--- config.mk ---
export PLATFORM = sky130hd
export DESIGN_NAME = apb_cmd_master_flat
export DESIGN_NICKNAME = d
export VERILOG_FILES = /design/src/rtl/apb_cmd_master_if.sv /design/src/rtl/apb_cmd_master.sv /design/src/flat_wrapper.sv
export SDC_FILE = /design/constraint.sdc
export NUM_CORES = 1
export LEC_CHECK = 0
export CORE_ASPECT_RATIO = 1.5
export CORE_UTILIZATION = 37
export DETAILED_ROUTE_END_ITERATION = 6
export GPL_ROUTABILITY_DRIVEN = 0
export MAX_ROUTING_LAYER = met4
export PLACE_DENSITY = 0.74
export RECOVER_POWER = 50
export SYNTH_ARGS = -nofsm -noshare
export SYNTH_HDL_FRONTEND = slang
export SYNTH_SLANG_ARGS = --single-unit
--- constraint.sdc ---
create_clock -name pclk -period 3.7 [get_ports pclk]
set_input_delay 0.74 -clock pclk [delete_from_list [all_inputs] [get_ports pclk]]
set_output_delay 0.74 -clock pclk [all_outputs]
set_load 0.005 [all_outputs]
--- src/rtl/apb_cmd_master_if.sv ---
// rtl/apb_cmd_master_if.sv - command stream, APB3 bus and response stream bundle
interface apb_cmd_master_if #(
  parameter int ADDR_W = 32,
  parameter int DATA_W = 32
);
  logic              cmd_valid;
  logic              cmd_ready;
  logic              cmd_write;
  logic [ADDR_W-1:0] cmd_addr;
  logic [DATA_W-1:0] cmd_wdata;

  logic              psel;
  logic              penable;
  logic              pwrite;
  logic [ADDR_W-1:0] paddr;
  logic [DATA_W-1:0] pwdata;
  logic [DATA_W-1:0] prdata;
  logic              pready;
  logic              pslverr;

  logic              rsp_valid;
  logic              rsp_ready;
  logic [DATA_W-1:0] rsp_rdata;
  logic              rsp_err;
  logic              rsp_timeout;

  modport master (
    input  cmd_valid, cmd_write, cmd_addr, cmd_wdata,
    input  prdata, pready, pslverr,
    input  rsp_ready,
    output cmd_ready,
    output psel, penable, pwrite, paddr, pwdata,
    output rsp_valid, rsp_rdata, rsp_err, rsp_timeout
  );

  modport slave (
    output cmd_valid, cmd_write, cmd_addr, cmd_wdata,
    output prdata, pready, pslverr,
    output rsp_ready,
    input  cmd_ready,
    input  psel, penable, pwrite, paddr, pwdata,
    input  rsp_valid, rsp_rdata, rsp_err, rsp_timeout
  );
endinterface

--- src/rtl/apb_cmd_master.sv ---
// rtl/apb_cmd_master.sv - single-outstanding APB3 requester with wait-state watchdog
module apb_cmd_master #(
  parameter int ADDR_W  = 32,
  parameter int DATA_W  = 32,
  parameter int TIMEOUT = 16
) (
  input  logic               pclk,
  input  logic               preset,
  apb_cmd_master_if.master   bus
);

  localparam int CNT_W = $clog2(TIMEOUT + 1);

  typedef enum logic [1:0] {IDLE, SETUP, ACCESS, RESP} state_t;

  state_t            state_q, state_d;
  logic [CNT_W-1:0]  cnt_q, cnt_d;
  logic              cmd_ready_q, cmd_ready_d;
  logic              psel_q, psel_d;
  logic              penable_q, penable_d;
  logic              pwrite_q, pwrite_d;
  logic [ADDR_W-1:0] paddr_q, paddr_d;
  logic [DATA_W-1:0] pwdata_q, pwdata_d;
  logic              rsp_valid_q, rsp_valid_d;
  logic [DATA_W-1:0] rsp_rdata_q, rsp_rdata_d;
  logic              rsp_err_q, rsp_err_d;
  logic              rsp_timeout_q, rsp_timeout_d;

  // Outputs are registered, so the bus phase lags the state by one cycle:
  // SETUP raises psel, the first ACCESS cycle raises penable.
  always_comb begin
    state_d       = state_q;
    cnt_d         = cnt_q;
    cmd_ready_d   = cmd_ready_q;
    psel_d        = psel_q;
    penable_d     = penable_q;
    pwrite_d      = pwrite_q;
    paddr_d       = paddr_q;
    pwdata_d      = pwdata_q;
    rsp_valid_d   = rsp_valid_q;
    rsp_rdata_d   = rsp_rdata_q;
    rsp_err_d     = rsp_err_q;
    rsp_timeout_d = rsp_timeout_q;

    case (state_q)
      IDLE: begin
        cmd_ready_d = 1'b1;
        if (bus.cmd_valid && cmd_ready_q) begin
          cmd_ready_d = 1'b0;
          pwrite_d    = bus.cmd_write;
          paddr_d     = bus.cmd_addr;
          pwdata_d    = bus.cmd_wdata;
          state_d     = SETUP;
        end
      end
      SETUP: begin
        psel_d  = 1'b1;
        cnt_d   = '0;
        state_d = ACCESS;
      end
      ACCESS: begin
        if (!penable_q) begin
          penable_d = 1'b1;
        end else if (bus.pready) begin
          psel_d        = 1'b0;
          penable_d     = 1'b0;
          rsp_valid_d   = 1'b1;
          rsp_rdata_d   = pwrite_q ? '0 : bus.prdata;
          rsp_err_d     = bus.pslverr;
          rsp_timeout_d = 1'b0;
          state_d       = RESP;
        end else if (cnt_q == CNT_W'(TIMEOUT - 1)) begin
          // Last permitted wait state also failed: abort the transfer.
          cnt_d         = cnt_q + CNT_W'(1);
          psel_d        = 1'b0;
          penable_d     = 1'b0;
          rsp_valid_d   = 1'b1;
          rsp_rdata_d   = '0;
          rsp_err_d     = 1'b1;
          rsp_timeout_d = 1'b1;
          state_d       = RESP;
        end else begin
          cnt_d = cnt_q + CNT_W'(1);
        end
      end
      RESP: begin
        if (bus.rsp_ready) begin
          rsp_valid_d = 1'b0;
          cmd_ready_d = 1'b1;
          cnt_d       = '0;
          state_d     = IDLE;
        end
      end
      default: begin
        state_d = IDLE;
      end
    endcase
  end

  always_ff @(posedge pclk or posedge preset) begin
    if (preset) begin
      state_q       <= IDLE;
      cnt_q         <= '0;
      cmd_ready_q   <= 1'b0;
      psel_q        <= 1'b0;
      penable_q     <= 1'b0;
      pwrite_q      <= 1'b0;
      paddr_q       <= '0;
      pwdata_q      <= '0;
      rsp_valid_q   <= 1'b0;
      rsp_rdata_q   <= '0;
      rsp_err_q     <= 1'b0;
      rsp_timeout_q <= 1'b0;
    end else begin
      state_q       <= state_d;
      cnt_q         <= cnt_d;
      cmd_ready_q   <= cmd_ready_d;
      psel_q        <= psel_d;
      penable_q     <= penable_d;
      pwrite_q      <= pwrite_d;
      paddr_q       <= paddr_d;
      pwdata_q      <= pwdata_d;
      rsp_valid_q   <= rsp_valid_d;
      rsp_rdata_q   <= rsp_rdata_d;
      rsp_err_q     <= rsp_err_d;
      rsp_timeout_q <= rsp_timeout_d;
    end
  end

  assign bus.cmd_ready   = cmd_ready_q;
  assign bus.psel        = psel_q;
  assign bus.penable     = penable_q;
  assign bus.pwrite      = pwrite_q;
  assign bus.paddr       = paddr_q;
  assign bus.pwdata      = pwdata_q;
  assign bus.rsp_valid   = rsp_valid_q;
  assign bus.rsp_rdata   = rsp_rdata_q;
  assign bus.rsp_err     = rsp_err_q;
  assign bus.rsp_timeout = rsp_timeout_q;

endmodule

--- src/flat_wrapper.sv ---
// flat-port wrapper written by rule: the top's interface ports become plain ports
module apb_cmd_master_flat 
#(
  parameter int ADDR_W  = 32,
  parameter int DATA_W  = 32,
  parameter int TIMEOUT = 16
)
  (pclk, preset, bus_cmd_valid, bus_cmd_write, bus_cmd_addr, bus_cmd_wdata, bus_prdata, bus_pready, bus_pslverr, bus_rsp_ready, bus_cmd_ready, bus_psel, bus_penable, bus_pwrite, bus_paddr, bus_pwdata, bus_rsp_valid, bus_rsp_rdata, bus_rsp_err, bus_rsp_timeout);
  apb_cmd_master_if #(.ADDR_W(ADDR_W), .DATA_W(DATA_W)) bus_i ();
  input  logic pclk;
  input  logic preset;
  input wire logic [$bits(bus_i.cmd_valid)-1:0] bus_cmd_valid;
  input wire logic [$bits(bus_i.cmd_write)-1:0] bus_cmd_write;
  input wire logic [$bits(bus_i.cmd_addr)-1:0] bus_cmd_addr;
  input wire logic [$bits(bus_i.cmd_wdata)-1:0] bus_cmd_wdata;
  input wire logic [$bits(bus_i.prdata)-1:0] bus_prdata;
  input wire logic [$bits(bus_i.pready)-1:0] bus_pready;
  input wire logic [$bits(bus_i.pslverr)-1:0] bus_pslverr;
  input wire logic [$bits(bus_i.rsp_ready)-1:0] bus_rsp_ready;
  output wire logic [$bits(bus_i.cmd_ready)-1:0] bus_cmd_ready;
  output wire logic [$bits(bus_i.psel)-1:0] bus_psel;
  output wire logic [$bits(bus_i.penable)-1:0] bus_penable;
  output wire logic [$bits(bus_i.pwrite)-1:0] bus_pwrite;
  output wire logic [$bits(bus_i.paddr)-1:0] bus_paddr;
  output wire logic [$bits(bus_i.pwdata)-1:0] bus_pwdata;
  output wire logic [$bits(bus_i.rsp_valid)-1:0] bus_rsp_valid;
  output wire logic [$bits(bus_i.rsp_rdata)-1:0] bus_rsp_rdata;
  output wire logic [$bits(bus_i.rsp_err)-1:0] bus_rsp_err;
  output wire logic [$bits(bus_i.rsp_timeout)-1:0] bus_rsp_timeout;
  assign bus_i.cmd_valid = bus_cmd_valid;
  assign bus_i.cmd_write = bus_cmd_write;
  assign bus_i.cmd_addr = bus_cmd_addr;
  assign bus_i.cmd_wdata = bus_cmd_wdata;
  assign bus_i.prdata = bus_prdata;
  assign bus_i.pready = bus_pready;
  assign bus_i.pslverr = bus_pslverr;
  assign bus_i.rsp_ready = bus_rsp_ready;
  assign bus_cmd_ready = bus_i.cmd_ready;
  assign bus_psel = bus_i.psel;
  assign bus_penable = bus_i.penable;
  assign bus_pwrite = bus_i.pwrite;
  assign bus_paddr = bus_i.paddr;
  assign bus_pwdata = bus_i.pwdata;
  assign bus_rsp_valid = bus_i.rsp_valid;
  assign bus_rsp_rdata = bus_i.rsp_rdata;
  assign bus_rsp_err = bus_i.rsp_err;
  assign bus_rsp_timeout = bus_i.rsp_timeout;
  apb_cmd_master #(.ADDR_W(ADDR_W), .DATA_W(DATA_W), .TIMEOUT(TIMEOUT)) u_core (.pclk(pclk), .preset(preset), .bus(bus_i));
endmodule
# Yosys cells after proc, flatten, opt, wreduce, memory -nomap -nowiden

Cells that the tools add are included.

Flip-flop bits (word level): 110
Bits in latches: 0
Memory bits (writable): 0
ROM bits: 0
Output and inout port bits: 103
Memories: 0

Add/sub/neg operators: 1
Multipliers: 0
Div/mod/pow operators: 0
Magnitude comparators: 0
Eq/ne operators: 9
Shifts and indexed selects: 0
Mux-type cells: 30
Bitwise logic cells: 0
Reduce and logical (&&, ||, !) cells: 14

Operators with widths:

| cell                                                   | number |
|---|---|
| two-way mux 32 bit                                     | 3 |
| two-way mux 5 bit                                      | 3 |
| case mux 5 bit (3 select lines)                        | 1 |
| two-way mux 1 bit                                      | 14 |
| AND reduction 4 bit                                    | 3 |
| two-way mux 2 bit                                      | 5 |
| case mux 2 bit (4 select lines)                        | 1 |
| nonzero test 2 bit                                     | 4 |
| case mux 1 bit (2 select lines)                        | 3 |
| AND reduction 3 bit                                    | 2 |
| adder 5 x 1 -> 5 bit (second input constant)           | 1 |
| equality test 5 x 4 -> 1 bit (second input constant)   | 1 |
| equality test 2 bit (second input constant)            | 2 |
| inequality test 2 x 1 -> 1 bit (second input constant) | 2 |
| inequality test 2 bit (second input constant)          | 2 |
| AND reduction 2 bit                                    | 2 |
| inequality test 3 x 2 -> 1 bit (second input constant) | 1 |
| nonzero test 3 bit                                     | 1 |
| equality test 2 x 1 -> 1 bit (second input constant)   | 1 |
| logical NOT 2 bit                                      | 1 |
| logical AND 1 bit                                      | 1 |

# Logic depth before layout (Yosys ltp)

Gate-level depths: netlist of the first run.

Depth after elaboration: 5
Mapped depth: 8

# Worst setup path after synthesis of the first run

Ideal clock, no wire load.

Path kind: reg-to-reg
Start point: reg u_core.cnt_q[0]
End point: reg u_core.rsp_rdata_q[10], in the netlist u_core.bus.rsp_rdata[10]
Setup time: 77 ps
Data arrival time: 1,668 ps
Data required time: 3,623 ps
Path slack: 1,955 ps
Cell stages (with the launch flop): 9
Path buffers: 2
Period minus slack after synthesis: 1,745 ps
Path through: dfrtp_1 -> ha_1 -> and3_1 -> ha_1 -> o211ai_2 -> buf_2 -> buf_2 -> nand2_1 -> o21ai_1

Longest elaborated chain between the ends: 3

Ends and longest elaborated chain:

| item                          | line                  | source |
|---|---|---|
| from (decl)                   | apb_cmd_master.sv:17  | `logic [CNT_W-1:0] cnt_q, cnt_d;` |
| from (signal assigned)        | apb_cmd_master.sv:116 | `cnt_q <= cnt_d;` |
| equality test 5 x 4 -> 1 bit  | apb_cmd_master.sv:72  | `end else if (cnt_q == CNT_W'(TIMEOUT - 1)) begin` |
| nonzero test 2 bit (no line)  | --                    |  |
| AND reduction 3 bit (no line) | --                    |  |
| to (signal assigned)          | apb_cmd_master.sv:124 | `rsp_rdata_q <= rsp_rdata_d;` |
| to (decl)                     | apb_cmd_master.sv:25  | `logic [DATA_W-1:0] rsp_rdata_q, rsp_rdata_d;` |

Every way passes these cells.
A chain may end at the register's enable or synchronous reset.

==> results.ini, run 1 <==
[min_path]
holdPathEnd=u_core.bus.rsp_rdata[26]$_DFFE_PP0P_
holdPathStages=2
hold_start=u_core.bus.rsp_rdata[26]$_DFFE_PP0P_
worstHoldPathType=reg2reg

[clock_network]
cts_resized=0
cts_hold_buffers=0
clk_pin_slew_ns=0.07
cts_setup_buffers=0
cts_tree=done
cts_made_buffers=9
htree_levels=3
cts-root-buf=clkbuf_16
numClockSinks=110
clockBufferDepth=2
worstSkewPairLatency_ns=0.35

[drt]
vias=3325
dr.first_iter.drc_count=114
vias_per_cell=4.73
drc=0
ant_nets=0
routedWlPerCell_um=15.9
wl_um=11100
first_pass_iters=4

[floorplanning]
fp.coreArea_um2=11600
fp.dieW_um=91.3
die_y_um=136
rows=48
initial_core_util_pct=38.2
die_area_um2=12400
ioPinCount=206

[pwr]
power.internal_mw=3.82
sw_frac_of_total_pct=28.9
pwr-share-comb_pct=41.1
clockPowerShare_pct=20.8
power_mw=5.37
p_leak_nw=2.98
seq_power_share_pct=38.2
p_sw_mw=1.56
powerDensity_nw_per_um2=770
ir_drop_mv=0.464

[timing]
fin_skew_ns=0.0105
drv_slew=50
hold_viol=0
slew_headroom_pct=-29.2
post-route-period-util_pct=70.3
finalSetupViolations=0
fmax_ghz=0.384
layout_min_cycle_time_ns=2.60
rsz0062_at_grt=no
worst_pin_slew_ns=1.94
fin_setup_tns_ns=0

[logic_synthesis]
syn_nets=458
synth.most_common_cell=dfrtp_1
synth_top_area_cell=dfrtp_1
avgSynthCellArea_um2=12.7
ys_ff_latch=110
ys_top_cells_by_area=dfrtp_1 (62%), mux2_1 (11%), mux2_2 (6.6%)
yosysWarnings=0
netlist.area_leader.share_pct=62.2
ys_types=29
synthFlopType=dfrtp_1
syn-instance-count=348
ys_seq_area_share_pct=62.2
synth-async-reset-ratio_pct=100
ys_top_cells_by_count=dfrtp_1 (110), nand2_1 (67), mux2_1 (42)
syn_area_um2=4420
synth_edf_count=0

[setup_path]
cpPeakStageDelay_ns=1.37
arrival_ns=2.68
worst_ep_required_time_ns=3.77
r2r-start=u_core.state_q[1]$_DFFE_PP0P_
critPathSlowestCell=inv_1
rrSetupSlack_ns=1.37
reg2regPathDepth=5
crit_chain=dlygate4sd3_1 -> inv_1
worstReg2RegEnd=u_core.bus.pwdata[27]$_DFFE_PP0P_
end_kind=async pin
critPathKind=in2async
critPathTopFamily=buffers and inverters
cp_max_fo=50
path_buf_inv=2
startpoint_type=primary input

[place]
portBuffers=205
place_area_um2=6650
hpwl_um=8290

[outcome]
outcome=complete, but fails checks
violations=max-capacitance violations, max-slew violations

[layout]
finalInstanceArea_um2=6980
area_growth_pct=57.9
diodes=0
fin_nets=658
drive_above_1_share_pct=9.58

[global_route]
grt_pass1_vias=3517
grtUsageTotal_pct=19.5
grt_max_degree=62
gr-total-overflow=0
grt_pass1_wl_um=18000
antenna_found_initial=0

[flow_run]
drv.max_cap_violation_count=1

## tightest hold or removal path, stage by stage, from the launching register on
cell	delay, ns
dfrtp_1	0.34
nand2_1	0.05
o21ai_1	0.06
## state kept, by name, indices dropped and copies added, names as in the netlist, 2 cells and up
name	flops
u_core.state_q	2
u_core.bus.paddr	32
u_core.bus.pwdata	32
u_core.bus.rsp_rdata	32
u_core.cnt_q	5
## placed cells by master, fill, tap and decap left out, types with 3 or more instances in the layout
cell type,n
o21ai_1,34
inv_1,8
a21oi_1,3
nor2_1,3
clkbuf_16,9
bufinv_16,3
nand2_1,67
dfrtp_1,110
mux2_2,26
ha_1,7
clkdlybuf4s50_1,156
dlygate4sd3_1,49
mux2_1,42
mux2i_1,4
## final cells by class
class | instances | area, um^2
fillers | 986 | 4610
flip-flops and latches | 110 | 2750
repair buffers | 209 | 2110
multi-input cells | 210 | 1560
clock buffers | 11 | 243
well taps | 150 | 188
clock inverters | 5 | 106
inverters | 8 | 30.0
## metrics by stage
step           util [%]  setup slack (ns)  hold WS (ns)  std cells
2_1_floorplan         -            0.0577         0.479        348
3_3_place_gp       57.4             0.945         0.467        687
3_5_place_dp       57.4             0.875         0.475        687
4_1_cts            60.4              1.24         0.492        703
5_1_grt            60.2             0.623         0.504        703
6_report           60.2              1.10         0.482        703
## how the worst max path moves through the flow
| stage | from | endpoint | slack [ns] | depth (start not counted) |
|---|---|---|---|---|
| finish | preset | u_core.state_q[1]$_DFFE_PP0P_ | 1.10 | 2 |
| global route | preset | u_core.bus.rsp_valid$_DFFE_PP0P_ | 0.62 | 2 |
| CTS | bus_cmd_valid | u_core.bus.pwdata[18]$_DFFE_PP0P_ | 1.24 | 4 |
| detailed placement | bus_cmd_valid | u_core.bus.pwdata[18]$_DFFE_PP0P_ | 0.88 | 4 |
| global placement | bus_cmd_valid | u_core.bus.pwdata[25]$_DFFE_PP0P_ | 0.95 | 4 |
| floorplan | preset | u_core.bus.cmd_ready$_DFFE_PP0P_ | 0.06 | 1 |
## power by group through the flow
stage	clock network [mW]	logic, mW	registers [mW]
6_report	1.12	2.21	2.05
5_1_grt	1.18	2.41	2.13
4_1_cts	1.14	2.38	2.07
3_5_place_dp	0	2.36	2.10
3_3_place_gp	0	2.30	2.07
2_1_floorplan	0	0.895	2.11
## layer usage
metal  up-vias  wire length [um]  global-route usage (%)
li1       1581                 -                       -
met3        17               487                    3.30
met5         -                 0                       -
met4         0               262                    7.85
met1      1614              4080                    20.5
met2       113              6320                    35.9
## cells by family after synthesis
logic type / count (synthesis) / share of synthesized area, %
AND/OR/NAND/NOR: 80 / 7.38
AO/OA/AOI/OAI: 51 / 7.38
adder cells (fa/ha/maj): 7 / 1.98
buffers and inverters: 28 / 2.80
flip-flops: 110 / 62.2
multiplexers: 72 / 18.2
Note: power is estimated with default switching activity, not from simulation.
==> inputs of run 2 (changes only) <==
--- a/config.mk
+++ b/config.mk
@@ -6,11 +6,11 @@
 export NUM_CORES = 1
 export LEC_CHECK = 0
 export CORE_ASPECT_RATIO = 1.5
-export CORE_UTILIZATION = 37
+export CORE_UTILIZATION = 41
 export DETAILED_ROUTE_END_ITERATION = 6
 export GPL_ROUTABILITY_DRIVEN = 0
 export MAX_ROUTING_LAYER = met4
-export PLACE_DENSITY = 0.74
+export PLACE_DENSITY = 0.78
 export RECOVER_POWER = 50
 export SYNTH_ARGS = -nofsm -noshare
 export SYNTH_HDL_FRONTEND = slang
==> constraint.sdc (replaced) <==
create_clock -name pclk -period 2.4 [get_ports pclk]
set_input_delay 0.48 -clock pclk [delete_from_list [all_inputs] [get_ports pclk]]
set_output_delay 0.48 -clock pclk [all_outputs]
set_load 0.005 [all_outputs]
==> run 2 against run 1 <==
Net effect: the flow now finishes without violations; clock power rose by 34%; final cell count fell by 0.43%; utilization rose by 6.0 points; setup slack got worse by 0.73 ns; clock skew fell by 0.0015 ns; global-route usage rose by 1.8 points; sequential cell count did not move; critical path depth rose by 2; count of clock-buffer cells in the layout rose by 2.
==> results.ini, run 2 (synthesized netlist as in run 1, its figures left out) <==
[global_route]
grtUsageTotal_pct=21.2  ; +1.8 points
gr-max-usage-layer=met2
grt_max_degree=62  ; unchanged
grt_pass1_wl_um=17400  ; -3.2%
use_met3_pct=4.46  ; +1.2 points
grt_use_met2_pct=37.4  ; +1.4 points
antenna_found_initial=0  ; unchanged
gr-total-overflow=0  ; unchanged
grt_util_met1_pct=22.1  ; +1.6 points
grt_pass1_vias=3453  ; -1.8%

[layout]
fin_nets=661  ; +0.46%
final_common_cell=clkdlybuf4s50_1
diodes=0  ; unchanged
area_growth_pct=57.7  ; about the same
layout_common_cells=clkdlybuf4s50_1 (179), dfrtp_1 (110), nand2_1 (67), mux2_1 (42), o21ai_1 (34)
finalInstanceArea_um2=6980  ; about the same
finish.utilization_pct=66.2  ; +6.0 points
fillCellCount=826  ; -16%
drive_above_1_share_pct=10.1  ; +0.49 points

[clock_network]
clk_pin_slew_ns=0.07  ; about the same
cts_hold_buffers=0  ; unchanged
clockBufferDepth=2  ; unchanged
cts-root-buf=clkbuf_16
worstSkewPairLatency_ns=0.34  ; about the same
cts_resized=0  ; unchanged
htree_levels=3  ; unchanged
numClockSinks=110  ; unchanged
cts_made_buffers=9  ; unchanged
cts_setup_buffers=0  ; unchanged
cts_tree=done

[pwr]
seq_power_share_pct=38.4  ; +0.2 points
sw_frac_of_total_pct=29.4  ; +0.43 points
p_leak_nw=2.96  ; -0.71%
power.internal_mw=5.82  ; +52%
pwr-share-comb_pct=43.5  ; +2.4 points
clockPowerShare_pct=18.2  ; -2.6 points
p_sw_mw=2.42  ; +56%
powerDensity_nw_per_um2=1180  ; +53%
ir_drop_mv=0.796  ; +72%

[outcome]
outcome=finished clean

[place]
portBuffers=205  ; unchanged
hpwl_um=8620  ; +4.0%
place_area_um2=6700  ; +0.81%

[floorplanning]
die_area_um2=11200  ; -9.6%
initial_core_util_pct=42.0  ; +3.8 points
fp.dieW_um=86.8  ; -4.9%
ioPinCount=206  ; unchanged
fp.coreArea_um2=10500  ; -9.1%
die_y_um=129  ; -4.9%
rows=46  ; -4.2%

[min_path]
holdPathStages=1  ; -1
worstHoldPathType=reg2reg

[setup_path]
worst_ep_required_time_ns=2.61  ; -1.16 ns
cpPeakStageDelay_ns=0.76  ; -0.61 ns
crit_chain=ha_1 -> nor2b_1 -> a221oi_2 -> mux2_1
critPathKind=reg2reg
end_kind=flop
reg2regPathDepth=4  ; -1
cp_max_fo=11  ; -78%
critPathTopFamily=simple AND/OR/NAND/NOR gates
startpoint_type=flop
path_buf_inv=0  ; -2
critPathSlowestCell=nor2b_1
arrival_ns=2.25  ; -0.43 ns
cp.depth=4  ; +2

[timing]
rsz0062_at_grt=no
worst_pin_slew_ns=1.17  ; -0.762 ns
fin_skew_ns=0.00904  ; -0.00147 ns
fmax_ghz=0.491
slew_headroom_pct=21.3  ; +51 points
post-route-period-util_pct=84.8
finalSetupViolations=0  ; unchanged
fin_setup_tns_ns=0  ; unchanged
hold_viol=0  ; unchanged
layout_min_cycle_time_ns=2.04
drv_slew=0  ; -100%

[drt]
ant_nets=0  ; unchanged
vias=3330  ; +0.15%
drc=0  ; unchanged
dr.first_iter.drc_count=85  ; -25%
wl_um=11300  ; +1.5%
first_pass_iters=4  ; unchanged
vias_per_cell=4.76  ; +0.58%
routedWlPerCell_um=16.2  ; +1.9%

[flow_run]
drv.max_cap_violation_count=0  ; -1

[run 2: worst paths after layout]
path                                                         to  slack [ns]                        startpoint
max                               u_core.state_q[0]$_DFFE_PP0P_        0.36     u_core.state_q[0]$_DFFE_PP0P_
max in group asynchronous  u_core.bus.rsp_rdata[28]$_DFFE_PP0P_        0.44                            preset
min reg2reg                    u_core.bus.paddr[15]$_DFFE_PP0P_        0.48  u_core.bus.paddr[15]$_DFFE_PP0P_
min in group asynchronous       u_core.bus.paddr[1]$_DFFE_PP0P_        0.84                            preset
min                            u_core.bus.paddr[15]$_DFFE_PP0P_        0.48  u_core.bus.paddr[15]$_DFFE_PP0P_
max reg2reg                       u_core.state_q[0]$_DFFE_PP0P_        0.36     u_core.state_q[0]$_DFFE_PP0P_
[run 2: power groups by stage]
stage                     Combinational [mW]  Clock [mW]  Sequential [mW]
after floorplan                         1.38           0             3.25
after global routing                    3.88        1.61             3.28
final                                   3.58        1.50             3.16
after CTS                               3.74        1.54             3.19
after global placement                  3.60           0             3.15
after detailed placement                3.73           0             3.22
[run 2: layout make-up]
type / instances / area (um^2) / area share (%)
flip-flops and latches: 110 / 2750 / 39.5
repair buffers: 212 / 2150 / 30.9
multi-input cells: 210 / 1560 / 22.3
clock buffers: 13 / 260 / 3.73
well taps: 144 / 180 / 2.58
clock inverters: 3 / 42.5 / 0.610
inverters: 8 / 31.3 / 0.448
[run 2: per-layer routing]
layer  vias up  routed length, um
met4         0                425
li1       1582                  -
met3        29                607
met2       113               6170
met1      1606               4110
met5         -                  0
[run 2: per-stage QoR]
step           std cells  hold slack, ns  worst slack (ns)  total power [mW]
5_1_grt              700           0.494             0.190              8.77
2_1_floorplan        348           0.479             0.591              4.63
4_1_cts              700           0.490             0.431              8.46
6_report             700           0.484             0.364              8.24
3_3_place_gp         684           0.469             0.323              6.75
3_5_place_dp         684           0.475             0.267              6.95
[run 2: worst reg2reg max path: stages (launching register included)]
cell      delay [ns]
dfrtp_1         0.41
ha_1            0.24
nor2b_1         0.76
a221oi_2        0.14
mux2_1          0.37
